--- src/rtl/multi_clock_divider_if.sv ---
// Bus interface for multi_clock_divider: channel enables, sync, divisor writes and
// the per-channel divided outputs. The master drives controls; the slave is the divider.
interface multi_clock_divider_if #(
  parameter int CH = 4,
  parameter int CW = 32
);
  localparam int SW = (CH > 1) ? $clog2(CH) : 1;

  logic [CH-1:0] en;
  logic          sync;
  logic          div_wr;
  logic [SW-1:0] div_sel;
  logic [CW-1:0] div_val;
  logic [CH-1:0] clk_out;
  logic [CH-1:0] tick;
  logic [CH-1:0] div_pend;

  modport master (
    output en, sync, div_wr, div_sel, div_val,
    input  clk_out, tick, div_pend
  );

  modport slave (
    input  en, sync, div_wr, div_sel, div_val,
    output clk_out, tick, div_pend
  );
endinterface

--- src/rtl/multi_clock_divider.sv ---
// CH independent programmable clock dividers with a common in-phase restart.
// Define DIV_SHADOW_EN to buffer divisor writes until the running period completes.
module multi_clock_divider #(
  parameter int          CH          = 4,
  parameter int          CW          = 32,
  parameter int unsigned DEFAULT_DIV = 5000000
) (
  input  logic                  clk,
  input  logic                  rst,
  multi_clock_divider_if.slave  bus
);
  localparam int SW = (CH > 1) ? $clog2(CH) : 1;

  for (genvar gi = 0; gi < CH; gi++) begin : g_ch
    logic [CW-1:0] cnt_reg;
    logic [CW-1:0] div_q_reg;
    logic [CW-1:0] d_eff;
    logic          clk_out_reg;
    logic          tick_reg;
    logic          evt;
    logic          wr_hit;

    // A zero divisor behaves as one so the channel can never stall.
    assign d_eff  = (div_q_reg == '0) ? CW'(1) : div_q_reg;
    // >= rather than == lets a shrunken divisor end the period immediately.
    assign evt    = bus.en[gi] && (cnt_reg >= d_eff - CW'(1));
    assign wr_hit = bus.div_wr && (bus.div_sel == SW'(gi));

    always_ff @(posedge clk or negedge rst) begin
      if (!rst) begin
        cnt_reg     <= '0;
        clk_out_reg <= 1'b0;
        tick_reg    <= 1'b0;
      end else if (bus.sync) begin
        cnt_reg     <= '0;
        clk_out_reg <= 1'b0;
        tick_reg    <= 1'b0;
      end else if (!bus.en[gi]) begin
        tick_reg    <= 1'b0;
      end else if (evt) begin
        cnt_reg     <= '0;
        clk_out_reg <= ~clk_out_reg;
        tick_reg    <= 1'b1;
      end else begin
        cnt_reg     <= cnt_reg + CW'(1);
        tick_reg    <= 1'b0;
      end
    end

`ifdef DIV_SHADOW_EN
    logic [CW-1:0] div_s_reg;
    logic          pend_reg;
    logic          load;

    // Safe moments to swap divisors: period boundary, restart, or idle channel.
    assign load = evt || bus.sync || !bus.en[gi];

    always_ff @(posedge clk or negedge rst) begin
      if (!rst) begin
        div_q_reg <= CW'(DEFAULT_DIV);
        div_s_reg <= CW'(DEFAULT_DIV);
        pend_reg  <= 1'b0;
      end else if (wr_hit) begin
        div_s_reg <= bus.div_val;
        if (load) begin
          div_q_reg <= bus.div_val;
          pend_reg  <= 1'b0;
        end else begin
          pend_reg  <= 1'b1;
        end
      end else if (load && pend_reg) begin
        div_q_reg <= div_s_reg;
        pend_reg  <= 1'b0;
      end
    end

    assign bus.div_pend[gi] = pend_reg;
`else
    always_ff @(posedge clk or negedge rst) begin
      if (!rst) begin
        div_q_reg <= CW'(DEFAULT_DIV);
      end else if (wr_hit) begin
        div_q_reg <= bus.div_val;
      end
    end

    assign bus.div_pend[gi] = 1'b0;
`endif

    assign bus.clk_out[gi] = clk_out_reg;
    assign bus.tick[gi]    = tick_reg;
  end
endmodule

--- src/flat_wrapper.sv ---
// flat-port wrapper written by rule: the top's interface ports become plain ports
module multi_clock_divider_flat 
#(
  parameter int          CH          = 4,
  parameter int          CW          = 32,
  parameter int unsigned DEFAULT_DIV = 5000000
)
  (clk, rst, bus_en, bus_sync, bus_div_wr, bus_div_sel, bus_div_val, bus_clk_out, bus_tick, bus_div_pend);
  multi_clock_divider_if #(.CH(CH), .CW(CW)) bus_i ();
  input  logic clk;
  input  logic rst;
  input wire logic [$bits(bus_i.en)-1:0] bus_en;
  input wire logic [$bits(bus_i.sync)-1:0] bus_sync;
  input wire logic [$bits(bus_i.div_wr)-1:0] bus_div_wr;
  input wire logic [$bits(bus_i.div_sel)-1:0] bus_div_sel;
  input wire logic [$bits(bus_i.div_val)-1:0] bus_div_val;
  output wire logic [$bits(bus_i.clk_out)-1:0] bus_clk_out;
  output wire logic [$bits(bus_i.tick)-1:0] bus_tick;
  output wire logic [$bits(bus_i.div_pend)-1:0] bus_div_pend;
  assign bus_i.en = bus_en;
  assign bus_i.sync = bus_sync;
  assign bus_i.div_wr = bus_div_wr;
  assign bus_i.div_sel = bus_div_sel;
  assign bus_i.div_val = bus_div_val;
  assign bus_clk_out = bus_i.clk_out;
  assign bus_tick = bus_i.tick;
  assign bus_div_pend = bus_i.div_pend;
  multi_clock_divider #(.CH(CH), .CW(CW), .DEFAULT_DIV(DEFAULT_DIV)) u_core (.clk(clk), .rst(rst), .bus(bus_i));
endmodule
--- config.mk ---
export PLATFORM = sky130hd
export DESIGN_NAME = multi_clock_divider_flat
export DESIGN_NICKNAME = d
export VERILOG_FILES = /design/src/rtl/multi_clock_divider_if.sv /design/src/rtl/multi_clock_divider.sv /design/src/flat_wrapper.sv
export SDC_FILE = /design/constraint.sdc
export NUM_CORES = 1
export LEC_CHECK = 0
export ABC_AREA = 0
export BUFFER_PORTS_ARGS = -buffer_cell sky130_fd_sc_hd__buf_2
export CAP_MARGIN = 0
export CORE_AREA = 8 8 228 143
export CTS_CLUSTER_DIAMETER = 120
export DETAILED_ROUTE_END_ITERATION = 10
export DIE_AREA = 0 0 236 151
export MAX_ROUTING_LAYER = met4
export PLACE_DENSITY_LB_ADDON = 0.15
export SLEW_MARGIN = 20
export SYNTH_ARGS = -nofsm -noshare
export SYNTH_HDL_FRONTEND = slang
export SYNTH_SLANG_ARGS = --single-unit
--- constraint.sdc ---
create_clock -name clk -period 4.9 [get_ports clk]
set_clock_uncertainty 0.05 [all_clocks]
set_input_delay 0 -clock clk [delete_from_list [all_inputs] [get_ports clk]]
set_output_delay 0 -clock clk [all_outputs]
set_load 0.01 [all_outputs]
Yosys cells after proc, flatten, opt, wreduce, memory -nomap -nowiden. Cells that the tools add are included. W data, S select, Z words.

Flip-flop bits (word level): 264. Input port bits: 42. Output and inout port bits: 12. Word-level logic and storage cells: 100.

$add $sub $neg: 8. Order comparisons: 4. Equal/unequal tests: 3. Muxes and demuxes: 40. Bitwise gates (word level): 4. Reduce and logical (&&, ||, !) cells: 25.

Operators with widths (number): $mux W32 (16); $add A32 B1 Y32 const B (4); $ge A32 B32 Y1 (4); $logic_not A32 Y1 (4); $sub A32 B1 Y32 const B (4); $mux W1 (24); $reduce_bool A2 Y1 (8); $logic_and A1 B1 Y1 (8); $reduce_and A2 Y1 (4); $eq A2 B2 Y1 const B (2); $not A1 Y1 (4); $eq A2 B1 Y1 const B (1); $logic_not A2 Y1 (1).

Logic depth before layout (Yosys ltp). Gate-level depths: netlist of run 1.

Depth after elaboration: 8. Gate-level depth with buffers: 23. Mapped depth without buffers: 21.

Least setup slack after synthesis of run 1. Ideal clock, no wire load.

Kind: register to register. Start point: register u_core.g_ch[2].div_q_reg[13]. End point: register u_core.g_ch[2].cnt_reg[10]. Setup time: 0.072 ns. Arrival time: 4.913 ns. Data required time: 4.778 ns. Slack: -0.135 ns. Stages on the path, launching flop included: 20. Buffers on the path: 3. Period minus slack after synthesis: 5.035 ns. Cell sequence: dfrtp_1 > or4_1 > nor4b_1 > or3b_2 > nor3b_1 > nor2_1 > ha_1 > clkbuf_1 > and4b_1 > and2_1 > nand2_1 > xor2_1 > ha_1 > and4_1 > a221oi_1 > nor2b_1 > or4_1 > clkbuf_1 > buf_1 > nor2_1.

Cells in the longest elaborated chain, start to end: 8.

RTL lines: start: declaration (RTL line multi_clock_divider.sv:16) `logic [CW-1:0] div_q_reg;`; start signal: assignment (RTL line multi_clock_divider.sv:81) `div_q_reg <= CW'(DEFAULT_DIV);`; start signal: assignment (RTL line multi_clock_divider.sv:83) `div_q_reg <= bus.div_val;`; $logic_not A32 Y1 (RTL line multi_clock_divider.sv:24) `assign d_eff = (div_q_reg == '0) ? CW'(1) : div_q_reg;`; $mux W32 (*) (RTL line multi_clock_divider.sv:24); $sub A32 B1 Y32 (*) (RTL line multi_clock_divider.sv:26) `assign evt = bus.en[gi] && (cnt_reg >= d_eff - CW'(1));`; $ge A32 B32 Y1 (*) (RTL line multi_clock_divider.sv:26); $logic_and A1 B1 Y1 (*) (RTL line multi_clock_divider.sv:26); $mux W32 (*) (RTL line multi_clock_divider.sv:40) `end else if (evt) begin`; $mux W32 (*) (RTL line multi_clock_divider.sv:38) `end else if (!bus.en[gi]) begin`; $mux W32 (*) (RTL line multi_clock_divider.sv:34) `end else if (bus.sync) begin`; end signal: assignment (RTL line multi_clock_divider.sv:45) `cnt_reg <= cnt_reg + CW'(1);`; end: declaration (RTL line multi_clock_divider.sv:15) `logic [CW-1:0] cnt_reg;`.

Every way passes the cells marked *; elsewhere a longest branch is shown, timed or not. The select of a mux whose other input is x is not followed. A chain may end at the register's enable or synchronous reset.

Final worst setup path of run 1.
Start point: register u_core.g_ch[2].div_q_reg[23]. End point: register u_core.g_ch[2].cnt_reg[16].

Same word-level chain as after synthesis.

==> results.toml, run 1 <==
[critical_path]
worstSetupEndpointType = "flip-flop"
required_ns = 5.34
critPathKind = "reg2reg"
r2r-start = "u_core.g_ch[2].div_q_reg[23]"
worst_path_max_delay_cell = "or4_4"
crit_arrival_ns = 5.19
cp-startpoint = "u_core.g_ch[2].div_q_reg[23]"
worstRegToRegCells = 18
worstPathMaxFanout = 6
r2r_end = "u_core.g_ch[2].cnt_reg[16]"
slowest_delay_ns = 0.64
start_kind = "flip-flop"
crit_chain = "or4_4 > or3_4 > or4_4 > nor3b_4 > nor2_2 > ha_2 > and4b_1 > and2_4 > nand2_1 > xor2_1 > ha_1 > and4_1 > and3_4 > nand2_1 > a41oi_1 > or4_4 > clkbuf_16 > nor2_1"
endpoint = "u_core.g_ch[2].cnt_reg[16]"
cp_common_cell = "or4_4"
ff2ff_setup_slack_ns = 0.15

[yosys]
yosysTopAreaCell = "dfrtp_1"
syn_avg_cell_area_sq_um = 9.85
synth_top_area_share_pct = 35.4
synth_edf_count = 0
synthCells = 1664
synth.area.top_cells = "dfrtp_1, ha_1, mux2_2"
yosys_warnings = 0
synthTopCellsByCount = "dfrtp_1, nor2_1, ha_1"
synth_most_common_cell = "dfrtp_1"
postSynth.asyncResetShare_pct = 100
synth_ff_type = "dfrtp_1"
syn_area_sq_um = 16400
synth.distinct_cells = 62
synth_seq_cells = 264
synth_seq_area_share_pct = 40.5

[timing]
maxSlewViolCount = 0
hold_viol_final = 0
max_freq_mhz = 210
tightest_slew_ns = 0.923
fin_crit_ns = 4.75
slew_headroom_pct = 38.5
tns_ns = 0
finalCritPeriodShare_pct = 97.0
setup_viol = 0

[cts]
cts_tree = "done"
numCtsBuffers = 27
cts.sinks = 264
clk_pin_slew_worst_paths_ns = 0.07
insertion_delay_ns = 0.56
ctsLongestPathBuffers = 3
htreeDepth = 1
root_buffer = "clkbuf_16"

[outcome]
outcome = "complete, no violations"

[power]
p_per_area_nw_per_um2 = 319
p_leak_uw = 0.00826
ir_drop_mv = 0.262

[die]
core_area_sq_um = 29200
io_pins = 54
die_y_microns = 151
die_width_microns = 236
rows = 49
initial_core_util_pct = 56.1
die_area_sq_um = 35600

[finish]
instances_no_fill = 2203
areaGrowthSynthToFinish_pct = 16.9
fin_nets = 1978
final_util_pct = 65.5
drive_gt1_share_pct = 21.4

[route]
initialDrtViolationCount = 784
drc_errors = 0
ant_nets = 0
wl_met2_microns = 18100
routed_wl_microns = 40900
wirelength_met1_microns = 20000
via_count = 12700
wl_per_cell_microns = 18.6
wl_met3_microns = 2070
drt_first_pass_iters = 5
routed_via_density = 5.77
highest_layer = "met4"

[global_routing]
grt_usage_pct = 23.0
grt_pass1_wl_microns = 64900
antenna_found_initial = 4
first_global_vias = 12400
grt_max_degree = 136
gr-total-overflow = 0

[placed_design]
hpwl_microns = 28800
portBuffers = 49
place_inst = 2094
place.gp.congestion = 0.846

[flow_run]
maxCapViolCount = 0

[worst_hold_path]
hold_class = "in2async"
layout make-up:
class,instances,area [sq um]
Clock buffer,34,732
Sequential cell,264,6650
Fill cell,2328,10100
Antenna cell,1,2.50
Multi-Input combinational cell,1330,9740
Timing Repair Buffer,153,1230
Inverter,24,90.1
Clock inverter,15,238
Tap cell,382,478
how the worst min path moves through the flow:
stage                                        to  slack, ns            from
floorplan            u_core.g_ch[0].clk_out_reg      -0.35             rst
global placement        u_core.g_ch[2].tick_reg       0.10             rst
detailed placement      u_core.g_ch[2].tick_reg       0.10             rst
CTS                 u_core.g_ch[0].div_q_reg[1]       0.08  bus_div_sel[1]
global route         u_core.g_ch[2].cnt_reg[25]       0.09             rst
finish                  u_core.g_ch[2].tick_reg       0.07             rst
cells in the final DEF, fill, tap and decap left out, types with 38 or more instances in the layout:
cell type and count:
dlygate4sd3_1 40, xnor2_1 108, buf_4 54, mux2_2 128
nor3_1 47, xor2_1 119, buf_2 48, a21oi_1 60
nand4_1 38, nor2_1 219, dfrtp_1 231, nand3_1 62
ha_1 133, nand2_1 134
kinds of logic after synthesis:
group	count (synthesis)	share of synthesized area, %
simple gates	678	20.3
flops	264	40.5
xor+xnor	227	12.1
compound gates	155	5.74
fa+ha+maj	136	10.4
mux	130	8.92
buf+inv	73	1.95
other cells	1	0.0229
critical path, delay by kind of cell (launching register included):
| family | cells | cell delay [ns] |
|---|---|---|
| buf+inv | 1 | 0.20 |
| flops | 1 | 0.38 |
| xor+xnor | 1 | 0.17 |
| fa+ha+maj | 2 | 0.44 |
| compound gates | 1 | 0.07 |
| simple gates | 13 | 3.35 |
power breakdown:
group          switching (uW)  internal (uW)
Clock                     907           1370
Sequential                275           2430
Combinational             561            566
Total                    1740           4370
stage by stage:
step	power, uW	setup WS [ns]	hold slack, ns	instance area, sq um
floorplan	3370	-0.0195	-0.346	16400
global placement	3700	0.0264	0.102	17300
detailed placement	3750	-0.103	0.103	17300
CTS	6080	0.000500	0.0835	18700
global route	6400	-0.0330	0.0943	19200
finish	6110	0.145	0.0725	19200
timing repair:
| action | 4_1_cts | 5_1_grt |
|---|---|---|
| hold endpoints to repair | 261 | 0 |
| gates cloned | 0 | 4 |
| resized for setup | 6 | 66 |
| endpoints found under the setup margin | 65 | 116 |
| buffers inserted | 1 | 14 |
| pin swaps | 1 | 28 |
| hold buffers | 40 | 0 |
layer usage:
metal / global-route usage [%] / up-vias
li1: - / 6127
met1: 31.9 / 6286
met2: 35.2 / 253
met3: 4.11 / 41
met4: 4.55 / 0
met5: - / -
Power figures use the tool's default switching activity.
==> inputs of run 2 (changes only) <==
==> constraint.sdc (replaced) <==
create_clock -name clk -period 4.9 [get_ports clk]
set_clock_uncertainty 0.05 [all_clocks]
set_input_delay 0.245 -clock clk [delete_from_list [all_inputs] [get_ports clk]]
set_output_delay 0.245 -clock clk [all_outputs]
set_load 0.01 [all_outputs]
==> results.toml, run 2 (synthesis results as in run 1) <==
[timing]
maxSlewViolCount = 0
slew_headroom_pct = 36.9
setup_viol = 0
max_freq_mhz = 208
tightest_slew_ns = 0.947
fin_crit_ns = 4.81
rsz0062_at_grt = "true"
tns_ns = 0
hold_viol_final = 0
finalCritPeriodShare_pct = 98.2

[route]
initialDrtViolationCount = 769
ant_nets = 0
drt_first_pass_iters = 5
drc_errors = 0
via_count = 12500
routed_via_density = 5.76
wl_per_cell_microns = 18.5
routed_wl_microns = 40100

[placed_design]
hpwl_microns = 29300
placed_area_sq_um = 17300
place_inst = 2097
portBuffers = 49
place.gp.congestion = 0.822

[power]
ir_drop_mv = 0.231
p_per_area_nw_per_um2 = 322
p_leak_uw = 0.00808

[finish]
instances_no_fill = 2172
final_cell_mix = "dfrtp_1, nor2_1, nand2_1, ha_1, mux2_2"
fillers = 2398
drive_gt1_share_pct = 22.2
final_area_sq_um = 18800
final_common_cell = "dfrtp_1"
areaGrowthSynthToFinish_pct = 14.8
fin_nets = 1942
final_util_pct = 64.4

[critical_path]
critPathKind = "reg2reg"
worstPathMaxFanout = 6
crit_arrival_ns = 5.24
required_ns = 5.33
worstSetupEndpointType = "flip-flop"
start_kind = "flip-flop"

[global_routing]
grt_max_degree = 124
antenna_found_initial = 4
grt_usage_pct = 22.7
first_global_vias = 12200
gr-total-overflow = 0
grt_pass1_wl_microns = 64100

[die]
io_pins = 54
rows = 49
core_area_sq_um = 29200
die_y_microns = 151
die_width_microns = 236
die_area_sq_um = 35600
initial_core_util_pct = 56.1

[cts]
root_buffer = "clkbuf_16"
insertion_delay_ns = 0.55
cts.sinks = 264
ctsLongestPathBuffers = 3
numCtsBuffers = 27
htreeDepth = 1
clk_pin_slew_worst_paths_ns = 0.06
cts_tree = "done"

[worst_hold_path]
hold_class = "in2reg"

[outcome]
outcome = "complete, no violations"

[flow_run]
maxCapViolCount = 0
[run 2: cell count changes in the layout (fill, tap and decap cells not counted), moves of 3 or more]
cell / delta
buf_4: -6
clkbuf_8: +3
diode_2: +5
dlygate4sd3_1: -31
nor2_1: -7
nor2_2: +7
[run 2: final cells by class]
class	count	area [sq um]	area share, %
diodes	6	15.0	0.0798
clock buffers	35	766	4.07
clock inverters	14	209	1.11
inverters	24	90.1	0.479
multi-input cells	1330	9740	51.7
flip-flops and latches	264	6650	35.3
well taps	382	478	2.54
repair buffers	117	881	4.68
[run 2: routing by layer]
| layer | vias up | global-route usage (%) | part of all wire (%) |
|---|---|---|---|
| met5 | - | - | 0 |
| met4 | 0 | 5.58 | 2.0 |
| met3 | 50 | 4.00 | 4.8 |
| met2 | 231 | 33.8 | 44 |
| met1 | 6175 | 32.1 | 50 |
| li1 | 6062 | - | - |
[run 2: worst max-delay path: stages (launching register included)]
cell,delay [ns]
dfrtp_1,0.39
or4_4,0.55
or3_4,0.36
or4_4,0.47
nor3b_4,0.26
nor2_2,0.06
ha_2,0.18
and4b_2,0.23
and2_4,0.18
nor2b_1,0.14
xnor2_1,0.15
ha_1,0.26
and4_1,0.21
and3_4,0.19
nand2_2,0.08
a41oi_2,0.06
or4_4,0.62
clkbuf_16,0.21
nor2_2,0.09
[run 2: timing repair]
action | in CTS | in global routing
resized for setup | 6 | 75
endpoints found under the setup margin | 64 | 103
hold buffers | 9 | 0
cloned | 0 | 4
setup buffers | 1 | 6
hold endpoints to repair | 121 | 0
pin swaps | 1 | 22
[run 2: power breakdown]
part / internal [uW] / switching [uW] / total [uW]
sequential: 2430 / 273 / 2700
combinational: 539 / 548 / 1090
clock: 1360 / 909 / 2270
total: 4330 / 1730 / 6060
[run 2: worst paths after layout]
check,slack (ns),endpoint,start,depth (start not counted)
worst max register to register,0.09,u_core.g_ch[2].cnt_reg[12],u_core.g_ch[2].div_q_reg[23],18
worst max-delay path,0.09,u_core.g_ch[2].cnt_reg[12],u_core.g_ch[2].div_q_reg[23],18
max in group asynchronous,3.31,u_core.g_ch[0].div_q_reg[6],rst,3
worst min register to register,0.49,u_core.g_ch[3].div_q_reg[1],u_core.g_ch[3].div_q_reg[1],1
min in group asynchronous,0.32,u_core.g_ch[2].cnt_reg[25],rst,2
worst min-delay path,0.03,u_core.g_ch[0].div_q_reg[29],bus_div_val[29],2
[run 2: per-stage QoR]
stage	worst slack [ns]	hold WS (ns)	power [uW]
3_3_place_gp	0.0338	0.346	3700
4_1_cts	0.00256	0.00129	6060
5_1_grt	-0.0863	0.0130	6330
6_report	0.0876	0.0327	6060
2_1_floorplan	-0.0195	-0.101	3370
3_5_place_dp	-0.155	0.352	3760
==> inputs of run 3 (changes only) <==
Settings changed: CAP_MARGIN 0 to not set, CORE_AREA 8 8 228 143 to 2 2 222 137, DIE_AREA 0 0 236 151 to 0 0 224 139.
==> results.toml, run 3 (synthesis results as in run 1) <==
[die]
die_y_microns = 139
initial_core_util_pct = 56.1
die_width_microns = 224
rows = 49
die_area_sq_um = 31100
core_area_sq_um = 29200
io_pins = 54

[finish]
drive_gt1_share_pct = 21.7
final_common_cell = "dfrtp_1"
final_cell_mix = "dfrtp_1, nor2_1, ha_1"
areaGrowthSynthToFinish_pct = 14.6
final_util_pct = 64.2
instances_no_fill = 2169
fin_nets = 1944

[worst_hold_path]
hold_class = "in2reg"
whs_path_depth = 2

[placed_design]
portBuffers = 49
place_inst = 2096
hpwl_microns = 28600
place.gp.congestion = 0.849

[critical_path]
worstPathMaxFanout = 6
endpoint = "u_core.g_ch[2].cnt_reg[7]"
crit_arrival_ns = 5.26
cp_num_cells = 18
cp_num_buf_inv = 1
r2r-start = "u_core.g_ch[2].div_q_reg[23]"
critPathTopFamily = "simple AND/OR/NAND/NOR gates"
worstSetupEndpointType = "flip-flop"
cp_common_cell = "or4_4"
start_kind = "flip-flop"
crit_chain = "or4_4 > or3_4 > or4_4 > nor3b_4 > nor2_2 > ha_2 > and4b_2 > and2_4 > nor2b_1 > xnor2_1 > ha_1 > and4_1 > and3_4 > nand2_1 > a41oi_2 > or4_4 > clkbuf_16 > nor2_2"
slowest_delay_ns = 0.61
cp-startpoint = "u_core.g_ch[2].div_q_reg[23]"
ff2ff_setup_slack_ns = 0.09
r2r_end = "u_core.g_ch[2].cnt_reg[7]"
worst_path_max_delay_cell = "or4_4"
worstRegToRegCells = 18
required_ns = 5.34
critPathKind = "reg2reg"

[power]
p_per_area_nw_per_um2 = 310
p_leak_uw = 0.00804
ir_drop_mv = 0.232

[timing]
hold_viol_final = 0
tightest_slew_ns = 0.812
slew_headroom_pct = 45.9
maxSlewViolCount = 0
finalCritPeriodShare_pct = 98.2
tns_ns = 0
setup_viol = 0
fin_crit_ns = 4.81
max_freq_mhz = 208
rsz0062_at_grt = "true"

[route]
routed_via_density = 5.73
initialDrtViolationCount = 782
via_count = 12400
drc_errors = 0
drt_first_pass_iters = 5
routed_wl_microns = 39500
ant_nets = 0
wl_per_cell_microns = 18.2

[global_routing]
first_global_vias = 11900
grt_pass1_wl_microns = 63800
antenna_found_initial = 4
grt_max_degree = 120
grt_usage_pct = 26.3
gr-total-overflow = 0

[cts]
ctsLongestPathBuffers = 3
htreeDepth = 1
numCtsBuffers = 26
clk_pin_slew_worst_paths_ns = 0.07
insertion_delay_ns = 0.56
cts_tree = "done"
cts.sinks = 264
root_buffer = "clkbuf_16"

[flow_run]
maxCapViolCount = 0

[outcome]
outcome = "complete, no violations"
-- run 3: power by group --
group,switching (uW),total [uW],internal [uW]
logic,540,1070,534
clock network,875,2040,1170
registers,273,2700,2430
total,1690,5820,4130
-- run 3: how the worst min path moves through the flow --
stage	start	endpoint
2_1_floorplan	rst	u_core.g_ch[0].clk_out_reg
3_3_place_gp	rst	u_core.g_ch[2].tick_reg
3_5_place_dp	rst	u_core.g_ch[2].tick_reg
4_1_cts	bus_en[3]	u_core.g_ch[3].cnt_reg[0]
5_1_grt	bus_div_val[2]	u_core.g_ch[3].div_q_reg[2]
6_report	bus_div_val[12]	u_core.g_ch[3].div_q_reg[12]
-- run 3: layout make-up --
type	count	area [sq um]
Clock inverter	5	50.0
Fill cell	2382	10500
Multi-Input combinational cell	1330	9790
Sequential cell	264	6650
Timing Repair Buffer	120	912
Clock buffer	43	806
Antenna cell	1	2.50
Inverter	24	90.1
Tap cell	382	478
-- run 3: metal layers --
layer | track usage (%) | wire length (microns)
met1 | 38.7 | 19500
met2 | 38.8 | 17400
met3 | 4.49 | 2070
met4 | 4.18 | 559
met5 | - | 0
-- run 3: timing repair --
action                                  4_1_cts  5_1_grt
endpoints found under the setup margin       60      113
endpoints found under the hold margin       130        0
cloned                                        0        3
pin swaps                                     1       20
resized for setup                             7       84
hold buffers                                 13        0
buffers inserted                              0        8
-- run 3: metrics by stage --
step / hold slack, ns / power (uW) / instance area [sq um] / setup WS, ns
detailed placement: 0.295 / 3740 / 17300 / -0.128
global route: 0.0192 / 6120 / 18800 / -0.0870
finish: 0.0266 / 5820 / 18800 / 0.0860
floorplan: -0.101 / 3370 / 16400 / -0.0195
global placement: 0.292 / 3700 / 17300 / 0.00435
CTS: 0.00134 / 5820 / 18300 / 0.00717
